===== src/rtl/ga_pkg.sv =====
// Shared types for the GA request/response path between the core and ga_coprocessor.
package ga_pkg;

  typedef struct packed {
    logic        valid;
    logic [3:0]  op;
    logic [31:0] src_a;
    logic [31:0] src_b;
    logic [4:0]  rd_addr;
    logic        we;
  } ga_req_t;

  typedef struct packed {
    logic        valid;
    logic [31:0] result;
    logic        error;
    logic        busy;
    logic        overflow;
    logic        underflow;
  } ga_resp_t;

  typedef struct packed {
    logic [31:0] result;
    logic [4:0]  rd_addr;
    logic        we;
    logic        error;
    logic        overflow;
    logic        underflow;
    logic        timeout;
  } ga_issue_resp_t;

  typedef enum logic [1:0] {
    StIdle,
    StIssue,
    StWait,
    StResp
  } ga_issue_state_e;

endpackage


===== src/rtl/ga_req_fifo.sv =====
// Request FIFO with wrap-bit pointers; storage is intentionally not reset.
module ga_req_fifo
  import ga_pkg::*;
#(
  parameter int unsigned Depth = 4
) (
  input  logic                     i_clk,
  input  logic                     i_rst,
  input  logic                     i_flush,
  input  logic                     i_push,
  input  ga_req_t                  i_data,
  input  logic                     i_pop,
  output ga_req_t                  o_head,
  output logic                     o_full,
  output logic                     o_empty,
  output logic [$clog2(Depth):0]   o_count
);

  localparam int unsigned AddrW = $clog2(Depth);
  localparam logic [AddrW:0] PtrOne = {{AddrW{1'b0}}, 1'b1};

  logic [AddrW:0] r_wptr;
  logic [AddrW:0] r_rptr;
  ga_req_t        r_mem [Depth];
  logic           w_push;
  logic           w_pop;

  assign o_full  = (r_wptr[AddrW] != r_rptr[AddrW]) &&
                   (r_wptr[AddrW-1:0] == r_rptr[AddrW-1:0]);
  assign o_empty = (r_wptr == r_rptr);
  assign o_count = r_wptr - r_rptr;
  assign o_head  = r_mem[r_rptr[AddrW-1:0]];

  assign w_push = i_push && !o_full;
  assign w_pop  = i_pop && !o_empty;

  always_ff @(posedge i_clk) begin
    if (i_rst || i_flush) begin
      r_wptr <= '0;
      r_rptr <= '0;
    end else begin
      if (w_push) r_wptr <= r_wptr + PtrOne;
      if (w_pop)  r_rptr <= r_rptr + PtrOne;
    end
  end

  always_ff @(posedge i_clk) begin
    if (w_push) r_mem[r_wptr[AddrW-1:0]] <= i_data;
  end

endmodule


===== src/rtl/ga_req_issue.sv =====
// Queues core GA requests and issues them one at a time to the coprocessor, with a
// response timeout, stray-response detection and a flush that discards everything.
module ga_req_issue
  import ga_pkg::*;
#(
  parameter int unsigned Depth         = 4,
  parameter int unsigned TimeoutCycles = 16
) (
  input  logic                   clk_i,
  input  logic                   rst_i,
  input  logic                   core_req_valid_i,
  output logic                   core_req_ready_o,
  input  ga_req_t                core_req_i,
  output ga_req_t                ga_req_o,
  input  ga_resp_t               ga_resp_i,
  output logic                   core_resp_valid_o,
  input  logic                   core_resp_ready_i,
  output ga_issue_resp_t         core_resp_o,
  input  logic                   flush_i,
  output logic [$clog2(Depth):0] occupancy_o,
  output logic                   stray_resp_o
);

  localparam int unsigned CntW = $clog2(TimeoutCycles + 1);
  localparam logic [CntW-1:0] CntLast = CntW'(TimeoutCycles - 1);
  localparam logic [CntW-1:0] CntOne  = CntW'(1);

  ga_issue_state_e r_state, w_state_next;
  logic [CntW-1:0] r_cnt, w_cnt_next;
  logic [31:0]     r_result, w_result_next;
  logic            r_error, w_error_next;
  logic            r_ovf, w_ovf_next;
  logic            r_unf, w_unf_next;
  logic            r_timeout, w_timeout_next;
  logic            r_stray;

  ga_req_t w_head;
  logic    w_full;
  logic    w_empty;
  logic    w_pop;
  logic    w_issue;
  logic    w_unused_valid;

  // The payload valid bits carry no meaning here; ga_req_o.valid is the issue pulse.
  assign w_unused_valid = core_req_i.valid ^ w_head.valid;

  assign core_req_ready_o = !w_full && !flush_i;

  ga_req_fifo #(
    .Depth (Depth)
  ) u_fifo (
    .i_clk   (clk_i),
    .i_rst   (rst_i),
    .i_flush (flush_i),
    .i_push  (core_req_valid_i && core_req_ready_o),
    .i_data  (core_req_i),
    .i_pop   (w_pop),
    .o_head  (w_head),
    .o_full  (w_full),
    .o_empty (w_empty),
    .o_count (occupancy_o)
  );

  always_comb begin
    w_state_next   = r_state;
    w_cnt_next     = r_cnt;
    w_result_next  = r_result;
    w_error_next   = r_error;
    w_ovf_next     = r_ovf;
    w_unf_next     = r_unf;
    w_timeout_next = r_timeout;
    w_pop          = 1'b0;
    w_issue        = 1'b0;
    unique case (r_state)
      StIdle: begin
        w_cnt_next = '0;
        if (!w_empty) w_state_next = StIssue;
      end
      StIssue: begin
        if (!ga_resp_i.busy) begin
          w_issue      = 1'b1;
          w_cnt_next   = '0;
          w_state_next = StWait;
        end
      end
      StWait: begin
        // A response on the final count cycle takes priority over the timeout.
        if (ga_resp_i.valid) begin
          w_result_next  = ga_resp_i.result;
          w_error_next   = ga_resp_i.error;
          w_ovf_next     = ga_resp_i.overflow;
          w_unf_next     = ga_resp_i.underflow;
          w_timeout_next = 1'b0;
          w_state_next   = StResp;
        end else if (r_cnt == CntLast) begin
          w_result_next  = '0;
          w_error_next   = 1'b1;
          w_ovf_next     = 1'b0;
          w_unf_next     = 1'b0;
          w_timeout_next = 1'b1;
          w_state_next   = StResp;
        end else begin
          w_cnt_next = r_cnt + CntOne;
        end
      end
      StResp: begin
        if (core_resp_ready_i) begin
          w_pop        = 1'b1;
          w_state_next = StIdle;
        end
      end
      default: w_state_next = StIdle;
    endcase
    if (flush_i) begin
      w_state_next   = StIdle;
      w_cnt_next     = '0;
      w_pop          = 1'b0;
      w_result_next  = '0;
      w_error_next   = 1'b0;
      w_ovf_next     = 1'b0;
      w_unf_next     = 1'b0;
      w_timeout_next = 1'b0;
    end
  end

  always_ff @(posedge clk_i) begin
    if (rst_i) begin
      r_state   <= StIdle;
      r_cnt     <= '0;
      r_result  <= '0;
      r_error   <= 1'b0;
      r_ovf     <= 1'b0;
      r_unf     <= 1'b0;
      r_timeout <= 1'b0;
      r_stray   <= 1'b0;
    end else begin
      r_state   <= w_state_next;
      r_cnt     <= w_cnt_next;
      r_result  <= w_result_next;
      r_error   <= w_error_next;
      r_ovf     <= w_ovf_next;
      r_unf     <= w_unf_next;
      r_timeout <= w_timeout_next;
      r_stray   <= ga_resp_i.valid && (r_state != StWait);
    end
  end

  assign stray_resp_o      = r_stray;
  assign core_resp_valid_o = (r_state == StResp);

  always_comb begin
    ga_req_o = '0;
    if (r_state == StIssue || r_state == StWait) begin
      ga_req_o       = w_head;
      ga_req_o.valid = w_issue;
    end
  end

  always_comb begin
    core_resp_o = '0;
    if (r_state == StResp) begin
      core_resp_o.result    = r_result;
      core_resp_o.rd_addr   = w_head.rd_addr;
      core_resp_o.we        = w_head.we;
      core_resp_o.error     = r_error;
      core_resp_o.overflow  = r_ovf;
      core_resp_o.underflow = r_unf;
      core_resp_o.timeout   = r_timeout;
    end
  end

endmodule


===== config.mk =====
export PLATFORM = sky130hd
export DESIGN_NAME = ga_req_issue
export DESIGN_NICKNAME = d
export VERILOG_FILES = /design/src/rtl/ga_pkg.sv /design/src/rtl/ga_req_fifo.sv /design/src/rtl/ga_req_issue.sv
export SDC_FILE = /design/constraint.sdc
export NUM_CORES = 1
export LEC_CHECK = 0
export ABC_AREA = 1
export BUFFER_PORTS_ARGS = -buffer_cell sky130_fd_sc_hd__clkbuf_2
export CELL_PAD_IN_SITES_DETAIL_PLACEMENT = 1
export CELL_PAD_IN_SITES_GLOBAL_PLACEMENT = 1
export CORE_ASPECT_RATIO = 0.6
export CORE_MARGIN = 2
export CORE_UTILIZATION = 45
export CTS_CLUSTER_DIAMETER = 30
export DETAILED_ROUTE_END_ITERATION = 8
export PLACE_DENSITY_LB_ADDON = 0.15
export SLEW_MARGIN = 40
export SYNTH_ARGS = -nofsm -noshare
export SYNTH_HDL_FRONTEND = slang
export SYNTH_HIERARCHICAL = 1
export SYNTH_SLANG_ARGS = --single-unit
export TNS_END_PERCENT = 30

===== constraint.sdc =====
create_clock -name clk_i -period 7 [get_ports clk_i]
set_input_delay 1.05 -clock clk_i [delete_from_list [all_inputs] [get_ports clk_i]]
set_output_delay 1.05 -clock clk_i [all_outputs]
set_load 0.01 [all_outputs]

==> flow_metrics.tcl <==
set metrics [dict create \
    run_status "complete, no violations" \
    reg2reg_to "u_fifo/r_mem[0][10]$_DFFE_PP_" \
    timing.max_slew.rel_slack 0.463 \
    final_hold_viol_count 0 \
    critPathArrivalTime_ps 3170 \
    die_height_um 146 \
    timing.setup.critical_path_class "flip-flop to output port" \
    port_buffers 238 \
    clock_tree.buffer_depth 3 \
    vias_per_cell 5.02 \
    commonest_cells_after_routing_fill_and_taps_aside "sky130_fd_sc_hd__edfxtp_1 (296), sky130_fd_sc_hd__clkbuf_2 (238), sky130_fd_sc_hd__nand2_1 (225)" \
    wirelength_routed_um 37700 \
    placedInstanceArea_sq_um 16600 \
    remaining_design_rule_violation_count 0 \
    grt_setup_unrepaired "no" \
    root_buffer_selected_by_cts "sky130_fd_sc_hd__clkbuf_16" \
    max_slew.worst_pin.slew_ps 806 \
    post_synth.cell_area_avg_sq_um 11.8 \
    top_level_ports 240 \
    dpl_worst_slack_ps 3070 \
    maxCapViolations 0 \
    numClockSinks 348 \
    die_width_um 240 \
    synthesis.nets 1413 \
    syn-cell-area_sq_um 15100 \
    cts.clk_slew.worst_paths_ps 50 \
    critPathCaptureType "output port" \
    min-delay-start "r_result[14]$_SDFFE_PP0P_" \
    grt_pass1_vias 10600 \
    firstDrtPassIters 4 \
    maximum_vdd_ir_drop_mv 0.197 \
    critical_path.startpoint_type "flip-flop" \
    whs_path_depth 2 \
    power.static_leakage_nw 7.66 \
    post-route-worst-setup-slack_ps 2780 \
    final_layout_size_suffix_gt1_frac 0.314 \
    required_ps 5950 \
    dr.first_iter.drc_count 489 \
    grt_max_degree 112 \
    cts_tree "yes" \
    placementRows 51 \
    tritoncts_buffer_count 57 \
    sum_of_negative_setup_slack_ps 0 \
    routed_wire_length_per_instance_um 18.6 \
    antennaDiodeCount 0 \
    ant_nets 0 \
    placeableCoreArea_sq_um 32700 \
    setup_viol 0 \
    clock_tree.htree_level_count 2 \
    track_usage 0.216 \
    overflow 0 \
    hp-class "flip-flop to flip-flop" \
    power-per-cell-area_nw_per_um2 289 \
    initial_antenna_violation_count 1 \
    setup_slack_reg_to_reg_ps 3050 \
    grt_first_pass_wirelength_um 58900 \
    crit_path_max_fanout 111 \
    min_delay_worst_endpoint "r_result[14]$_SDFFE_PP0P_" \
    layout-area-overhead-vs-synth_pct 22.9 \
    gp_routability_congestion 0.761 \
    r2r-start "u_fifo/r_wptr[0]$_SDFFE_PP0P_" \
    post_cts_resized 0 \
    postLayoutCoreUtil 0.566 \
    clock.fmax_ghz 0.237 \
    holdBufCountCts 0 \
    finalClockSkew_ps 19.5 \
    floorplan.initialDensity 0.461 \
    clock_latency_ps 570 \
    layout.nets 1655 \
    syn_inst 1282 \
    yosys_warns 6 \
    layout_commonest_cell "sky130_fd_sc_hd__edfxtp_1" \
    finish.instance_area_sq_um 18500 \
    number_of_cells_traversed_by_the_worst_register_to_register_path 11 \
    post_cts_setup_buffers 0 \
    slew_violations 0 \
    final.period_utilization 0.602 \
    min_period_ps 4220 \
    place.detailed.hpwl_um 23200 \
    floorplan.die_area_sq_um 35100 \
    vias 10200 \
]
==> sequential cells by signal, indices dropped and copies added (netlist names), named ones only <==
name,count
r_ovf,1
r_unf,1
u_fifo/r_rptr,3
r_cnt,5
u_fifo/r_wptr,3
r_error,1
stray_resp_o,1
r_result,32
r_state,2
r_timeout,1
u_fifo/r_mem,296
==> layout make-up <==
type                            instances  area, sq um
Fill cell                            3447        14200
Sequential cell                       348         9930
Multi-Input combinational cell        711         4120
Clock buffer                           63         1490
Timing Repair Buffer                  254         1380
Inverter                              152          593
Tap cell                              450          563
Clock inverter                         44          462
==> metal layers <==
metal / wire length (um) / GRT usage / up-vias
met5: 16 / 0 / -
met4: 699 / 0.0584 / 2
met3: 1880 / 0.0431 / 65
met2: 18400 / 0.357 / 215
met1: 16700 / 0.292 / 5031
li1: - / - / 4843
==> worst max-delay path: stages, from the launching register on <==
cell	delay, ps
sky130_fd_sc_hd__dfxtp_4	510
sky130_fd_sc_hd__inv_12	580
sky130_fd_sc_hd__buf_4	650
sky130_fd_sc_hd__o21ai_0	210
sky130_fd_sc_hd__o22ai_2	230
sky130_fd_sc_hd__nand2_1	90
sky130_fd_sc_hd__inv_1	70
sky130_fd_sc_hd__clkbuf_2	120
==> report_power, final <==
group          total, mW  internal (mW)  switching, mW
combinational      0.256         0.0904          0.166
clock               2.81           1.78           1.03
sequential          2.29           2.28         0.0101
==> stage by stage <==
| step | std cells | hold WS (ps) | power [mW] |
|---|---|---|---|
| 2_1_floorplan | 1282 | 439 | 2.46 |
| 3_3_place_gp | 1911 | 449 | 2.58 |
| 3_5_place_dp | 1915 | 454 | 2.60 |
| 4_1_cts | 2022 | 462 | 5.42 |
| 5_1_grt | 2022 | 479 | 5.54 |
| 6_report | 2022 | 461 | 5.36 |
==> worst max-delay path by stage <==
stage	end	from	slack [ps]	depth (start not counted)
after floorplan	u_fifo/r_mem[0][0]$_DFFE_PP_	u_fifo/r_wptr[0]$_SDFFE_PP0P_	1680	9
after global placement	u_fifo/r_mem[2][60]$_DFFE_PP_	u_fifo/r_wptr[0]$_SDFFE_PP0P_	2980	10
after detailed placement	u_fifo/r_mem[0][10]$_DFFE_PP_	u_fifo/r_wptr[0]$_SDFFE_PP0P_	3070	11
after CTS	core_resp_o[9]	flip-flop	2730	7
after global routing	core_resp_o[9]	flip-flop	2600	7
final	core_resp_o[9]	flip-flop	2780	7
Note: power is estimated with default switching activity, not from simulation.
